### config.mk
export PLATFORM = sky130hd
export DESIGN_NAME = ctrl_decode_queue
export DESIGN_NICKNAME = d
export VERILOG_FILES = /design/src/rtl/ctrl_decode_queue.sv
export SDC_FILE = /design/constraint.sdc
export NUM_CORES = 1
export LEC_CHECK = 0
export ABC_AREA = 0
export ABC_CLOCK_PERIOD_IN_PS = 2000
export BUFFER_PORTS_ARGS = -buffer_cell sky130_fd_sc_hd__buf_2
export CORE_ASPECT_RATIO = 0.75
export CORE_UTILIZATION = 35
export CTS_CLUSTER_SIZE = 16
export DETAILED_ROUTE_END_ITERATION = 6
export PLACE_DENSITY_LB_ADDON = 0.2
export SKIP_LAST_GASP = 1
export SLEW_MARGIN = 20
export SYNTH_ARGS = -nofsm -noshare
export SYNTH_HDL_FRONTEND = slang
export SYNTH_SLANG_ARGS = --single-unit
### constraint.sdc
create_clock -name clk -period 2 [get_ports clk]
set_clock_uncertainty 0.1 [all_clocks]
set_input_delay 0.4 -clock clk [delete_from_list [all_inputs] [get_ports clk]]
set_output_delay 0.4 -clock clk [all_outputs]
set_load 0.03 [all_outputs]
### src/rtl/ctrl_decode_queue.sv
// ctrl_decode_queue: a small instruction queue that decodes MIPS-I control words at push time.
// It stores the decoded bundle for each entry and presents the controls of the head entry.
// A two-state FSM tracks whether the head entry sits in a branch delay slot.
// Optional build macro: DECODE_RI_EN adds a per-entry reserved-instruction flag, which drives ri.
module ctrl_decode_queue #(
  parameter int unsigned DEPTH = 4,
  parameter int unsigned IW    = 32
) (
  input  logic                   clk,
  input  logic                   resetn,
  input  logic                   flush,
  input  logic                   in_valid,
  output logic                   in_ready,
  input  logic [IW-1:0]          instr,
  output logic                   out_valid,
  input  logic                   out_ready,
  output logic [9:0]             ctrl,
  output logic [1:0]             memsz,
  output logic                   memsgn,
  output logic                   in_ds,
  output logic                   ri,
  output logic [$clog2(DEPTH):0] count
);

  localparam int unsigned PW = $clog2(DEPTH);
  localparam int unsigned CW = PW + 1;

  // Elaboration guards on the parameter ranges
  if (IW != 32) begin : g_iw_check
    $error("ctrl_decode_queue: IW must be 32");
  end
  if ((DEPTH < 2) || (DEPTH > 16) || ((DEPTH & (DEPTH - 1)) != 0)) begin : g_depth_check
    $error("ctrl_decode_queue: DEPTH must be a power of two in 2..16");
  end

  typedef struct packed {
    logic regwrite;
    logic regdst;
    logic alusrc;
    logic branch;
    logic memwrite;
    logic memtoreg;
    logic jump;
    logic al;
    logic jumpr;
    logic hilo_wr;
  } ctrl_t;

  typedef struct packed {
    ctrl_t      ctrl;
    logic [1:0] memsz;
    logic       memsgn;
  } entry_t;

  typedef enum logic {NORM, SLOT} state_e;

  logic [5:0]    op;
  logic [5:0]    funct;
  logic [4:0]    rt;
  logic          unused_instr_bits;
  entry_t        dec;
  entry_t        head;
  entry_t        mem_q [DEPTH];
  logic [PW-1:0] wr_ptr_q, wr_ptr_d;
  logic [PW-1:0] rd_ptr_q, rd_ptr_d;
  logic [CW-1:0] count_q, count_d;
  state_e        state_q, state_d;
  logic          push;
  logic          pop;
  logic          head_cti;

  assign op    = instr[31:26];
  assign rt    = instr[20:16];
  assign funct = instr[5:0];
  assign unused_instr_bits = ^{instr[25:21], instr[15:6]};

  // Decode the incoming word; any encoding not matched leaves every control at zero
  always_comb begin
    dec = '0;
    unique case (op)
      6'h00: begin
        unique case (funct)
          6'h08: dec.ctrl.jumpr = 1'b1;
          6'h09: begin
            dec.ctrl.regwrite = 1'b1;
            dec.ctrl.regdst   = 1'b1;
            dec.ctrl.al       = 1'b1;
            dec.ctrl.jumpr    = 1'b1;
          end
          6'h11, 6'h13: dec.ctrl.hilo_wr = 1'b1;
          6'h00, 6'h02, 6'h03, 6'h04, 6'h06, 6'h07, 6'h0C, 6'h0D,
          6'h10, 6'h12, 6'h18, 6'h19, 6'h1A, 6'h1B,
          6'h20, 6'h21, 6'h22, 6'h23, 6'h24, 6'h25, 6'h26, 6'h27,
          6'h2A, 6'h2B: begin
            dec.ctrl.regwrite = 1'b1;
            dec.ctrl.regdst   = 1'b1;
          end
          default: ;
        endcase
      end
      6'h01: begin
        unique case (rt)
          5'h00, 5'h01: dec.ctrl.branch = 1'b1;
          5'h10, 5'h11: begin
            dec.ctrl.regwrite = 1'b1;
            dec.ctrl.branch   = 1'b1;
            dec.ctrl.al       = 1'b1;
          end
          default: ;
        endcase
      end
      6'h02: dec.ctrl.jump = 1'b1;
      6'h03: begin
        dec.ctrl.regwrite = 1'b1;
        dec.ctrl.jump     = 1'b1;
        dec.ctrl.al       = 1'b1;
      end
      6'h04, 6'h05, 6'h06, 6'h07: dec.ctrl.branch = 1'b1;
      6'h08, 6'h09, 6'h0A, 6'h0B, 6'h0C, 6'h0D, 6'h0E, 6'h0F: begin
        dec.ctrl.regwrite = 1'b1;
        dec.ctrl.alusrc   = 1'b1;
      end
      6'h20, 6'h21, 6'h23, 6'h24, 6'h25: begin
        dec.ctrl.regwrite = 1'b1;
        dec.ctrl.alusrc   = 1'b1;
        dec.ctrl.memtoreg = 1'b1;
        dec.memsgn        = (op == 6'h20) || (op == 6'h21);
        dec.memsz         = (op == 6'h23) ? 2'b10 :
                            ((op == 6'h21) || (op == 6'h25)) ? 2'b01 : 2'b00;
      end
      6'h28, 6'h29, 6'h2B: begin
        dec.ctrl.alusrc   = 1'b1;
        dec.ctrl.memwrite = 1'b1;
        dec.memsz         = (op == 6'h2B) ? 2'b10 : (op == 6'h29) ? 2'b01 : 2'b00;
      end
      default: ;
    endcase
  end

  assign in_ready  = resetn && (count_q < CW'(DEPTH)) && !flush;
  assign out_valid = (count_q != '0);
  assign push      = in_valid && in_ready;
  assign pop       = out_valid && out_ready;
  assign head      = mem_q[rd_ptr_q];
  assign head_cti  = head.ctrl.branch | head.ctrl.jump | head.ctrl.jumpr;

  // Entry storage: written at push, never cleared
  always_ff @(posedge clk) begin
    if (push) begin
      mem_q[wr_ptr_q] <= dec;
    end
  end

`ifdef DECODE_RI_EN
  logic ri_mem_q [DEPTH];

  // Reserved-instruction flag per entry; every defined encoding sets at least one control
  always_ff @(posedge clk) begin
    if (push) begin
      ri_mem_q[wr_ptr_q] <= (dec.ctrl == '0);
    end
  end

  assign ri = out_valid && ri_mem_q[rd_ptr_q];
`else
  assign ri = 1'b0;
`endif

  // Pointer, occupancy and delay-slot state registers
  always_ff @(posedge clk or negedge resetn) begin
    if (!resetn) begin
      wr_ptr_q <= '0;
      rd_ptr_q <= '0;
      count_q  <= '0;
      state_q  <= NORM;
    end else begin
      wr_ptr_q <= wr_ptr_d;
      rd_ptr_q <= rd_ptr_d;
      count_q  <= count_d;
      state_q  <= state_d;
    end
  end

  // Next-state: flush wins over push and pop; a popped control transfer leaves the next head in its slot
  always_comb begin
    wr_ptr_d = wr_ptr_q;
    rd_ptr_d = rd_ptr_q;
    count_d  = count_q;
    state_d  = state_q;
    if (flush) begin
      wr_ptr_d = '0;
      rd_ptr_d = '0;
      count_d  = '0;
      state_d  = NORM;
    end else begin
      if (push) begin
        wr_ptr_d = wr_ptr_q + PW'(1);
      end
      if (pop) begin
        rd_ptr_d = rd_ptr_q + PW'(1);
        state_d  = head_cti ? SLOT : NORM;
      end
      count_d = count_q + CW'(push) - CW'(pop);
    end
  end

  assign ctrl   = out_valid ? head.ctrl : '0;
  assign memsz  = out_valid ? head.memsz : 2'b00;
  assign memsgn = out_valid && head.memsgn;
  assign in_ds  = (state_q == SLOT) && out_valid;
  assign count  = count_q;

endmodule

# Word level (Yosys, flattened, before mapping)
# Memories as Yosys holds them, arrays and structs flattened.
# Cells that the tools add are included.
[totals]
ramBits = 52
n_memories = 1
word_cells = 124
register_bits = 8
out_inout_bits = 20
[mem_list]
columns = ["name", "words", "width", "read_ports", "rd_ports_with_merged_regs", "write_ports", "line_no", "rtl"]
rows = [
  ["mem_q", 4, 13, 1, 0, 1, "63", "entry_t mem_q [DEPTH];"],
]
[op_classes]
mux = 33
eq_ne = 53
reduce_logical = 26
n_bitwise = 2
add_sub_neg = 4
order_cmp = 1
[ops]
columns = ["op", "count"]
rows = [
  ["$eq A6 B6 Y1 const B", 18],
  ["$eq A6 B4 Y1 const B", 12],
  ["$eq A6 B5 Y1 const B", 8],
  ["$eq A6 B3 Y1 const B", 7],
  ["$reduce_or A25 Y1", 1],
  ["$eq A6 B2 Y1 const B", 4],
  ["$mux W1", 18],
  ["$mux W2", 9],
  ["$reduce_or A16 Y1", 1],
  ["$reduce_or A14 Y1", 1],
  ["$logic_not A6 Y1", 2],
  ["$eq A5 B5 Y1 const B", 2],
  ["$mux W10", 1],
  ["$reduce_or A2 Y1", 4],
  ["$reduce_or A4 Y1", 2],
  ["$eq A6 B1 Y1 const B", 1],
  ["$logic_and A1 B1 Y1", 6],
  ["$pmux W1 S3", 2],
  ["$eq A5 B1 Y1 const B", 1],
  ["$logic_not A5 Y1", 1],
  ["$reduce_or A5 Y1", 1],
  ["$add A2 B1 Y2 const B", 2],
  ["$pmux W2 S2", 1],
  ["$reduce_bool A2 Y1", 2],
  ["other kinds (10)", 12],
]

# Logic depth before layout (Yosys ltp)
# Gate-level depths: netlist of run 1.
[depth]
depth_word = 7
depth_mapped = 11

# Worst setup path before layout of run 1
# OpenSTA, ideal clock, no wires.
[synth_timing]
kind = "in2reg"
from = "in flush"
to = "reg count_q[2] (netlist: count[2])"
setup_slack_ps = -677
setup_time_ps = 121
path_stages = 11
n_path_buf = 1
arrival_time_ps = 2456
t_required_ps = 1779
cell_sequence = "buf_2 -> nor3b_2 -> and2_1 -> inv_1 -> ha_1 -> inv_1 -> ha_1 -> inv_1 -> fa_1 -> xnor2_1 -> nor2_1"
[synth_via]
elab_chain_cells = 6
[synth_rtl]
columns = ["element", "line_no", "rtl"]
rows = [
  ["from (decl)", "11", "input logic flush,"],
  ["$logic_not A1 Y1", "140", "assign in_ready = resetn && (count_q < CW'(DEPTH)) && !flush;"],
  ["$logic_and A1 B1 Y1", "140", ""],
  ["via in_ready", "13", "output logic in_ready,"],
  ["$logic_and A1 B1 Y1", "142", "assign push = in_valid && in_ready;"],
  ["$add A3 B1 Y3", "203", "count_d = count_q + CW'(push) - CW'(pop);"],
  ["$sub A3 B1 Y3", "203", ""],
  ["$mux W3", "190", "if (flush) begin"],
  ["via count_d[2]", "66", "logic [CW-1:0] count_q, count_d;"],
  ["to (signal assigned)", "179", "count_q <= count_d;"],
  ["to (decl)", "66", ""],
]
# The timed path passes the listed nets, and every way through them passes these cells.
# A chain may end at the register's enable or synchronous reset.

# Worst setup path after layout of run 1
[layout_timing]
from = "reg rd_ptr_q[0]"
to = "out ctrl[6]"
[layout_via]
elab_chain_cells = 2
[layout_rtl]
columns = ["element", "line_no", "rtl"]
rows = [
  ["from (decl)", "65", "logic [PW-1:0] rd_ptr_q, rd_ptr_d;"],
  ["from (signal assigned)", "178", "rd_ptr_q <= rd_ptr_d;"],
  ["$mem_v2 Z4 W13", "n/a", ""],
  ["$mux W10", "207", "assign ctrl = out_valid ? head.ctrl : '0;"],
  ["to (decl)", "17", "output logic [9:0] ctrl,"],
]
# Every way passes these cells.

==> results.toml, run 1 <==
[worst_setup_path]
cp_cell_sequence = "buf_12, mux4_2, and2_4, buf_6"
worst_ep_arrival_time_ns = 1.73
cp-start-kind = "flop"
worst_setup_path_end_kind = "output pin"
critical_path_buf_inv_count = 2
critical-path-top-delay-family = "multiplexers"
critPathMaxFanout = 5
critical_path.max_stage_delay_ns = 0.53
worst_ep_required_time_ns = 1.50
slowest_stage = "sky130_fd_sc_hd__mux4_2"
critical_path_class = "reg2out"

[logic_synthesis]
synth_enable_flop_cells = 52
synth_top_area_share_pct = 57.22
synth_top_area_cell = "sky130_fd_sc_hd__edfxtp_1"
synth.distinct_cells = 44
synth.area.top_cells = "sky130_fd_sc_hd__edfxtp_1, sky130_fd_sc_hd__mux4_2, sky130_fd_sc_hd__dfrtp_1"
ys_seq_elements = 60
syn_inst = 171
post_syn_area_um2 = 2729
synthesized_nets = 215
synth_area_per_cell_um2 = 15.96
yosys_warnings = 0
post_synth_most_frequent_cells = "sky130_fd_sc_hd__edfxtp_1, sky130_fd_sc_hd__and2_1, sky130_fd_sc_hd__mux4_2, sky130_fd_sc_hd__nor2_1, sky130_fd_sc_hd__inv_1"
ys_seq_area_share_pct = 64.56
synth_async_sr_flop_share_pct = 13.33
synth_most_common_cell = "sky130_fd_sc_hd__edfxtp_1"
synth_ff_type = "sky130_fd_sc_hd__edfxtp_1"

[global_routing]
number_of_antenna_violations_at_the_first_check_in_global_routing = 0
overflow = 0
first_pass_grt_wire_length_um = 8756
grt.total_usage_pct = 14.59
first_global_vias = 1663
grt_max_degree = 15

[sta]
hold_viol_final = 0
finalCriticalPeriod_ns = 2.233
postLayoutSetupSlackWorst_ns = -0.2333
period_share_pct = 111.7
holdWs_ns = 0.3133
slew_viol_final = 0
fmax_mhz = 447.8
grt_setup_unrepaired = "true"
setup-violations-final = 16

[floorplanning]
coreArea_um2 = 7432
chipWidth_um = 104.0
die_ht_um = 78.47
die-area_um2 = 8158
placement_rows = 27
initial_utilization_pct = 36.72
io-pin-count = 57

[placement]
io_buffer_count = 39
place_hpwl_um = 3676
finalWeightedCongestion = 0.7257
post_placement_cell_area_um2 = 3273

[cts]
clkSinkCount = 60
clock_tree_from_tritoncts = "yes"
htreeDepth = 3
cts-root-buf = "sky130_fd_sc_hd__clkbuf_8"
cts_inserted_buffers = 9
clkTransAtPathRegs_ns = 0.07
worst_skew_pair.late_latency_ns = 0.33
ctsLongestPathBuffers = 2

[status]
outcome = "finished with violations"
violations = "negative setup slack"

[power_and_ir_drop]
vdd.ir_drop.worst_mv = 0.4971
p_leak_nw = 1.416
power_per_cell_area_nw_per_um2 = 1373

[routing]
detailroute.via_count = 1664
antenna_left = 0
routedWlPerCell_um = 15.41
drt-initial-drc-count = 98
routed_via_density = 4.701
first_pass_iters = 4
totalWireLength_um = 5455
drc_errors = 0

[min_path]
holdCritPathClass = "in2reg"

[cells_and_area]
finalInstanceArea_um2 = 3745
nets = 292
area_growth_pct = 37.23
drive_above_1_share_pct = 49.41
n_antenna_cell = 0

[flow_run]
max_cap_violations = 0
power breakdown:
| group | switching (mW) | leakage (nW) | internal, mW | total, mW |
|---|---|---|---|---|
| clock network | 0.454 | 0.115 | 0.817 | 1.27 |
| registers | 0.0570 | 0.563 | 1.43 | 1.49 |
| logic | 1.12 | 0.737 | 1.26 | 2.38 |
| total | 1.63 | 1.42 | 3.51 | 5.14 |
path summary, 6_finish.rpt:
path / start / endpoint / slack [ns] / cells past startpoint
max: rd_ptr_q[0] / ctrl[6] / -0.23 / 4
min: flush / count[2] / 0.31 / 3
max reg2reg: count[2] / count[1] / -0.12 / 10
min reg2reg: wr_ptr_q[0] / wr_ptr_q[0] / 0.43 / 1
max in group asynchronous: resetn / count[2] / 1.21 / 3
min in group asynchronous: resetn / rd_ptr_q[0] / 0.45 / 3
metal layers:
layer | share of wire (%) | GRT usage (%)
met5 | 0 | 0
met4 | 0.20 | 3.857
met3 | 3.8 | 5.066
met2 | 48 | 22.53
met1 | 48 | 19.61
final cells by class:
class                   count  area [um2]
multi-input cells          96       953.4
well taps                 101       126.4
repair buffers             72       636.9
fillers                   646        3687
clock buffers              10       127.6
flip-flops and latches     60        1764
clock inverters             6       102.6
inverters                   9       33.78
cell usage in the layout (no fill, tap or decap), types with 2 or more instances in the layout:
cell type / count
sky130_fd_sc_hd__edfxtp_1: 52
sky130_fd_sc_hd__buf_2: 23
sky130_fd_sc_hd__buf_4: 23
sky130_fd_sc_hd__buf_6: 17
sky130_fd_sc_hd__and2_4: 15
sky130_fd_sc_hd__mux4_2: 13
sky130_fd_sc_hd__nor2_1: 10
sky130_fd_sc_hd__clkbuf_8: 9
sky130_fd_sc_hd__inv_1: 6
sky130_fd_sc_hd__dfrtp_1: 6
sky130_fd_sc_hd__buf_12: 5
sky130_fd_sc_hd__nor4_1: 4
sky130_fd_sc_hd__and3_1: 4
sky130_fd_sc_hd__ha_1: 4
sky130_fd_sc_hd__nand2_1: 3
sky130_fd_sc_hd__nand2b_1: 3
sky130_fd_sc_hd__inv_2: 3
sky130_fd_sc_hd__bufinv_16: 3
sky130_fd_sc_hd__nor2b_1: 2
sky130_fd_sc_hd__a21oi_1: 2
sky130_fd_sc_hd__a31oi_1: 2
sky130_fd_sc_hd__nor3_1: 2
sky130_fd_sc_hd__a211oi_1: 2
sky130_fd_sc_hd__or3_1: 2
sky130_fd_sc_hd__o21ai_0: 2
sky130_fd_sc_hd__xor2_1: 2
sky130_fd_sc_hd__ha_4: 2
sky130_fd_sc_hd__clkinv_1: 2
sky130_fd_sc_hd__dfrtp_2: 2
logic make-up (layout without fill, tap and decap cells):
kind of cell               Yosys count  in the layout  synth area share (%)
DFF                                 60             60                 64.56
AOI/OAI and AO/OA                   17             17                 4.173
and+or+nand+nor                     54             54                 12.06
xor gates and xnor gates             4              4                 1.284
buffers and inverters               15             97                 3.164
muxes                               13             13                 11.14
other                                1              1                0.1374
adders and majority gates            7              7                 3.485
what timing repair did:
item | CTS | global route
setup buffers | 5 | 0
endpoints found under the setup margin | 17 | 18
cloned | 2 | 0
pin swaps | 4 | 12
hold endpoints to repair | 8 | 0
gates resized for setup | 50 | 8
hold buffers | 1 | 0
worst register-to-register path, cell delays in order (launching register included):
cell and delay [ns]:
sky130_fd_sc_hd__dfrtp_2 0.43, sky130_fd_sc_hd__buf_12 0.14, sky130_fd_sc_hd__nor3b_4 0.18, sky130_fd_sc_hd__and2_4 0.17
sky130_fd_sc_hd__inv_2 0.05, sky130_fd_sc_hd__ha_4 0.20, sky130_fd_sc_hd__inv_2 0.06, sky130_fd_sc_hd__ha_4 0.11
sky130_fd_sc_hd__inv_2 0.03, sky130_fd_sc_hd__fa_2 0.50, sky130_fd_sc_hd__nor2_1 0.04
registers in the layout (all words and copies together) (netlist names):
name and flops:
rd_ptr_q 2, state_q 1, count 3, wr_ptr_q 2, mem_q 52
stage by stage:
step / utilization [%] / setup TNS [ns] / setup WS (ns) / total power [mW] / std cells
CTS: 50.07 / -3.999 / -0.3070 / 5.127 / 354
global placement: 44.04 / -0.1432 / -0.08502 / 3.193 / 330
detailed placement: 44.04 / -0.1394 / -0.07989 / 3.205 / 330
finish: 50.39 / -2.959 / -0.2333 / 5.142 / 354
floorplan: - / -0.7450 / -0.3738 / 2.691 / 171
global route: 50.39 / -4.023 / -0.2958 / 5.380 / 354
Power figures use the tool's default switching activity.
==> run 2, diff against run 1 <==
--- a/config.mk
+++ b/config.mk
@@ -7,11 +7,11 @@
 export LEC_CHECK = 0
 export ABC_AREA = 0
 export ABC_CLOCK_PERIOD_IN_PS = 2000
-export BUFFER_PORTS_ARGS = -buffer_cell sky130_fd_sc_hd__buf_2
 export CORE_ASPECT_RATIO = 0.75
-export CORE_UTILIZATION = 35
+export CORE_UTILIZATION = 40
 export CTS_CLUSTER_SIZE = 16
 export DETAILED_ROUTE_END_ITERATION = 6
+export DONT_BUFFER_PORTS = 1
 export PLACE_DENSITY_LB_ADDON = 0.2
 export SKIP_LAST_GASP = 1
 export SLEW_MARGIN = 20
==> run 2 against run 1 <==
Net effect:
- the run still ends with negative setup slack left
- global-route usage increased by 2.7 points
- non-clock buffer count decreased by 29
- via count decreased by 1.4%
- sequential power about the same
- cell count decreased by 14%
- highest routed layer unchanged
==> results.toml, run 2 (synthesis gave the netlist of run 1 again) <==
[sta]
slew_viol_final = 0
period_share_pct = 110.1
final_tns_setup_ns = -2.411
grt_setup_unrepaired = "true"
tightestPinTransition_ns = 0.6376
setup-violations-final = 17
relSlewSlack_pct = 57.10
fmax_mhz = 454.1
finalCriticalPeriod_ns = 2.202
hold_viol_final = 0
postLayoutSetupSlackWorst_ns = -0.2023
holdWs_ns = 0.03245

[status]
violations = "negative setup slack"
outcome = "finished with violations"

[placement]
place_hpwl_um = 3713
dp_worst_setup_slack_ns = -0.02359
finalWeightedCongestion = 0.7642
io_buffer_count = 0
post_placement_cell_area_um2 = 3058
placedCellCount = 275

[min_path]
holdCritPathClass = "in2reg"

[worst_setup_path]
cp_cell_sequence = "buf_6, or3_4, buf_8, and2_4, buf_6"
slowest_stage = "sky130_fd_sc_hd__or3_4"
crit_top_cell = "sky130_fd_sc_hd__buf_6"
critical_path_buf_inv_count = 3
cp-start-kind = "flop"
worst_ep_required_time_ns = 1.50
critical_path_class = "reg2out"
critical_path.max_stage_delay_ns = 0.42
worst_ep_arrival_time_ns = 1.70
critical-path-top-delay-family = "simple AND/OR/NAND/NOR gates"
worst_setup_path_end_kind = "output pin"
critPathMaxFanout = 8

[cells_and_area]
finalInstanceArea_um2 = 3452
nets = 263
max_flop_register = "mem_q"
drive_above_1_share_pct = 42.41
mostFrequentLayoutCell = "sky130_fd_sc_hd__edfxtp_1"
filler_free_cell_count_of_the_finished_design = 305
final_util_pct = 53.57
largest_register_ff_count = 52
mostFrequentLayoutCells = "sky130_fd_sc_hd__edfxtp_1, sky130_fd_sc_hd__buf_4, sky130_fd_sc_hd__and2_4"
area_growth_pct = 26.50
n_antenna_cell = 0

[global_routing]
overflow = 0
first_global_vias = 1735
first_pass_grt_wire_length_um = 8949
grt_max_degree = 15
grt.total_usage_pct = 17.25
number_of_antenna_violations_at_the_first_check_in_global_routing = 0

[routing]
drt-initial-drc-count = 95
totalWireLength_um = 5548
routed_via_density = 5.377
antenna_left = 0
first_pass_iters = 4
routedWlPerCell_um = 18.19
drc_errors = 0
detailroute.via_count = 1640

[flow_run]
max_cap_violations = 0

[power_and_ir_drop]
power_per_cell_area_nw_per_um2 = 1359
p_leak_nw = 1.262
design_power_total_mw = 4.692
vdd.ir_drop.worst_mv = 0.4486

[floorplanning]
placement_rows = 25
die_ht_um = 73.53
chipWidth_um = 97.38
initial_utilization_pct = 42.35
coreArea_um2 = 6444
die-area_um2 = 7160
io-pin-count = 57

[cts]
clock_tree_from_tritoncts = "yes"
cts-root-buf = "sky130_fd_sc_hd__clkbuf_8"
ctsLongestPathBuffers = 2
htreeDepth = 3
clkSinkCount = 60
clkTransAtPathRegs_ns = 0.06
worst_skew_pair.late_latency_ns = 0.32
cts_inserted_buffers = 9
run 2: cell types whose count changed in the layout (fill, tap and decap cells not counted), moves of 2 or more:
cell / before / now
sky130_fd_sc_hd__buf_2: 23 / 0
sky130_fd_sc_hd__clkinv_2: 1 / 4
sky130_fd_sc_hd__mux4_2: 13 / 11
sky130_fd_sc_hd__bufinv_16: 3 / 0
sky130_fd_sc_hd__buf_6: 17 / 11
sky130_fd_sc_hd__buf_4: 23 / 26
sky130_fd_sc_hd__buf_12: 5 / 1
sky130_fd_sc_hd__buf_8: 1 / 3
sky130_fd_sc_hd__mux4_1: 0 / 2
sky130_fd_sc_hd__clkinv_1: 2 / 0
run 2: where the power goes:
| part | switching [mW] | internal (mW) | total, mW | leakage (nW) |
|---|---|---|---|---|
| Combinational | 1.10 | 1.20 | 2.31 | 0.608 |
| Clock | 0.433 | 0.474 | 0.907 | 0.0889 |
| Sequential | 0.0510 | 1.43 | 1.48 | 0.565 |
run 2: routing by layer:
layer | wire length (um) | vias to the layer above | track usage (%)
li1 | - | 753 | -
met1 | 2299 | 837 | 20.44
met2 | 2923 | 41 | 29.45
met3 | 263 | 9 | 5.614
met4 | 61 | 0 | 7.353
met5 | 0 | - | 0
run 2: path summary, 6_finish.rpt:
kind | endpoint | slack (ns) | depth (start not counted) | from
setup / recovery | ctrl[8] | -0.20 | 5 | count[0]
hold / removal | count[2] | 0.03 | 1 | flush
setup reg to reg | count[1] | -0.07 | 8 | count[1]
hold reg to reg | wr_ptr_q[0] | 0.43 | 1 | wr_ptr_q[0]
max in group asynchronous | count[2] | 1.18 | 1 | resetn
min in group asynchronous | count[1] | 0.33 | 1 | resetn
run 2: timing repair:
| item | CTS | global route |
|---|---|---|
| endpoints found under the setup margin | 17 | 17 |
| pin swaps | 6 | 11 |
| hold buffers | 1 | 0 |
| buffers inserted | 9 | 4 |
| gates cloned | 2 | 0 |
| hold endpoints to repair | 8 | 0 |
| gates resized for setup | 40 | 3 |
run 2: area by class of cell:
class                      instances  area (um2)
sequential                        60        1763
tap                               81       101.3
timing repair buffer              43       421.7
fill                             505        2992
inverter                           9       36.28
multi-input combinational         96       960.9
clock buffer                      11       141.4
clock inverter                     5       27.53
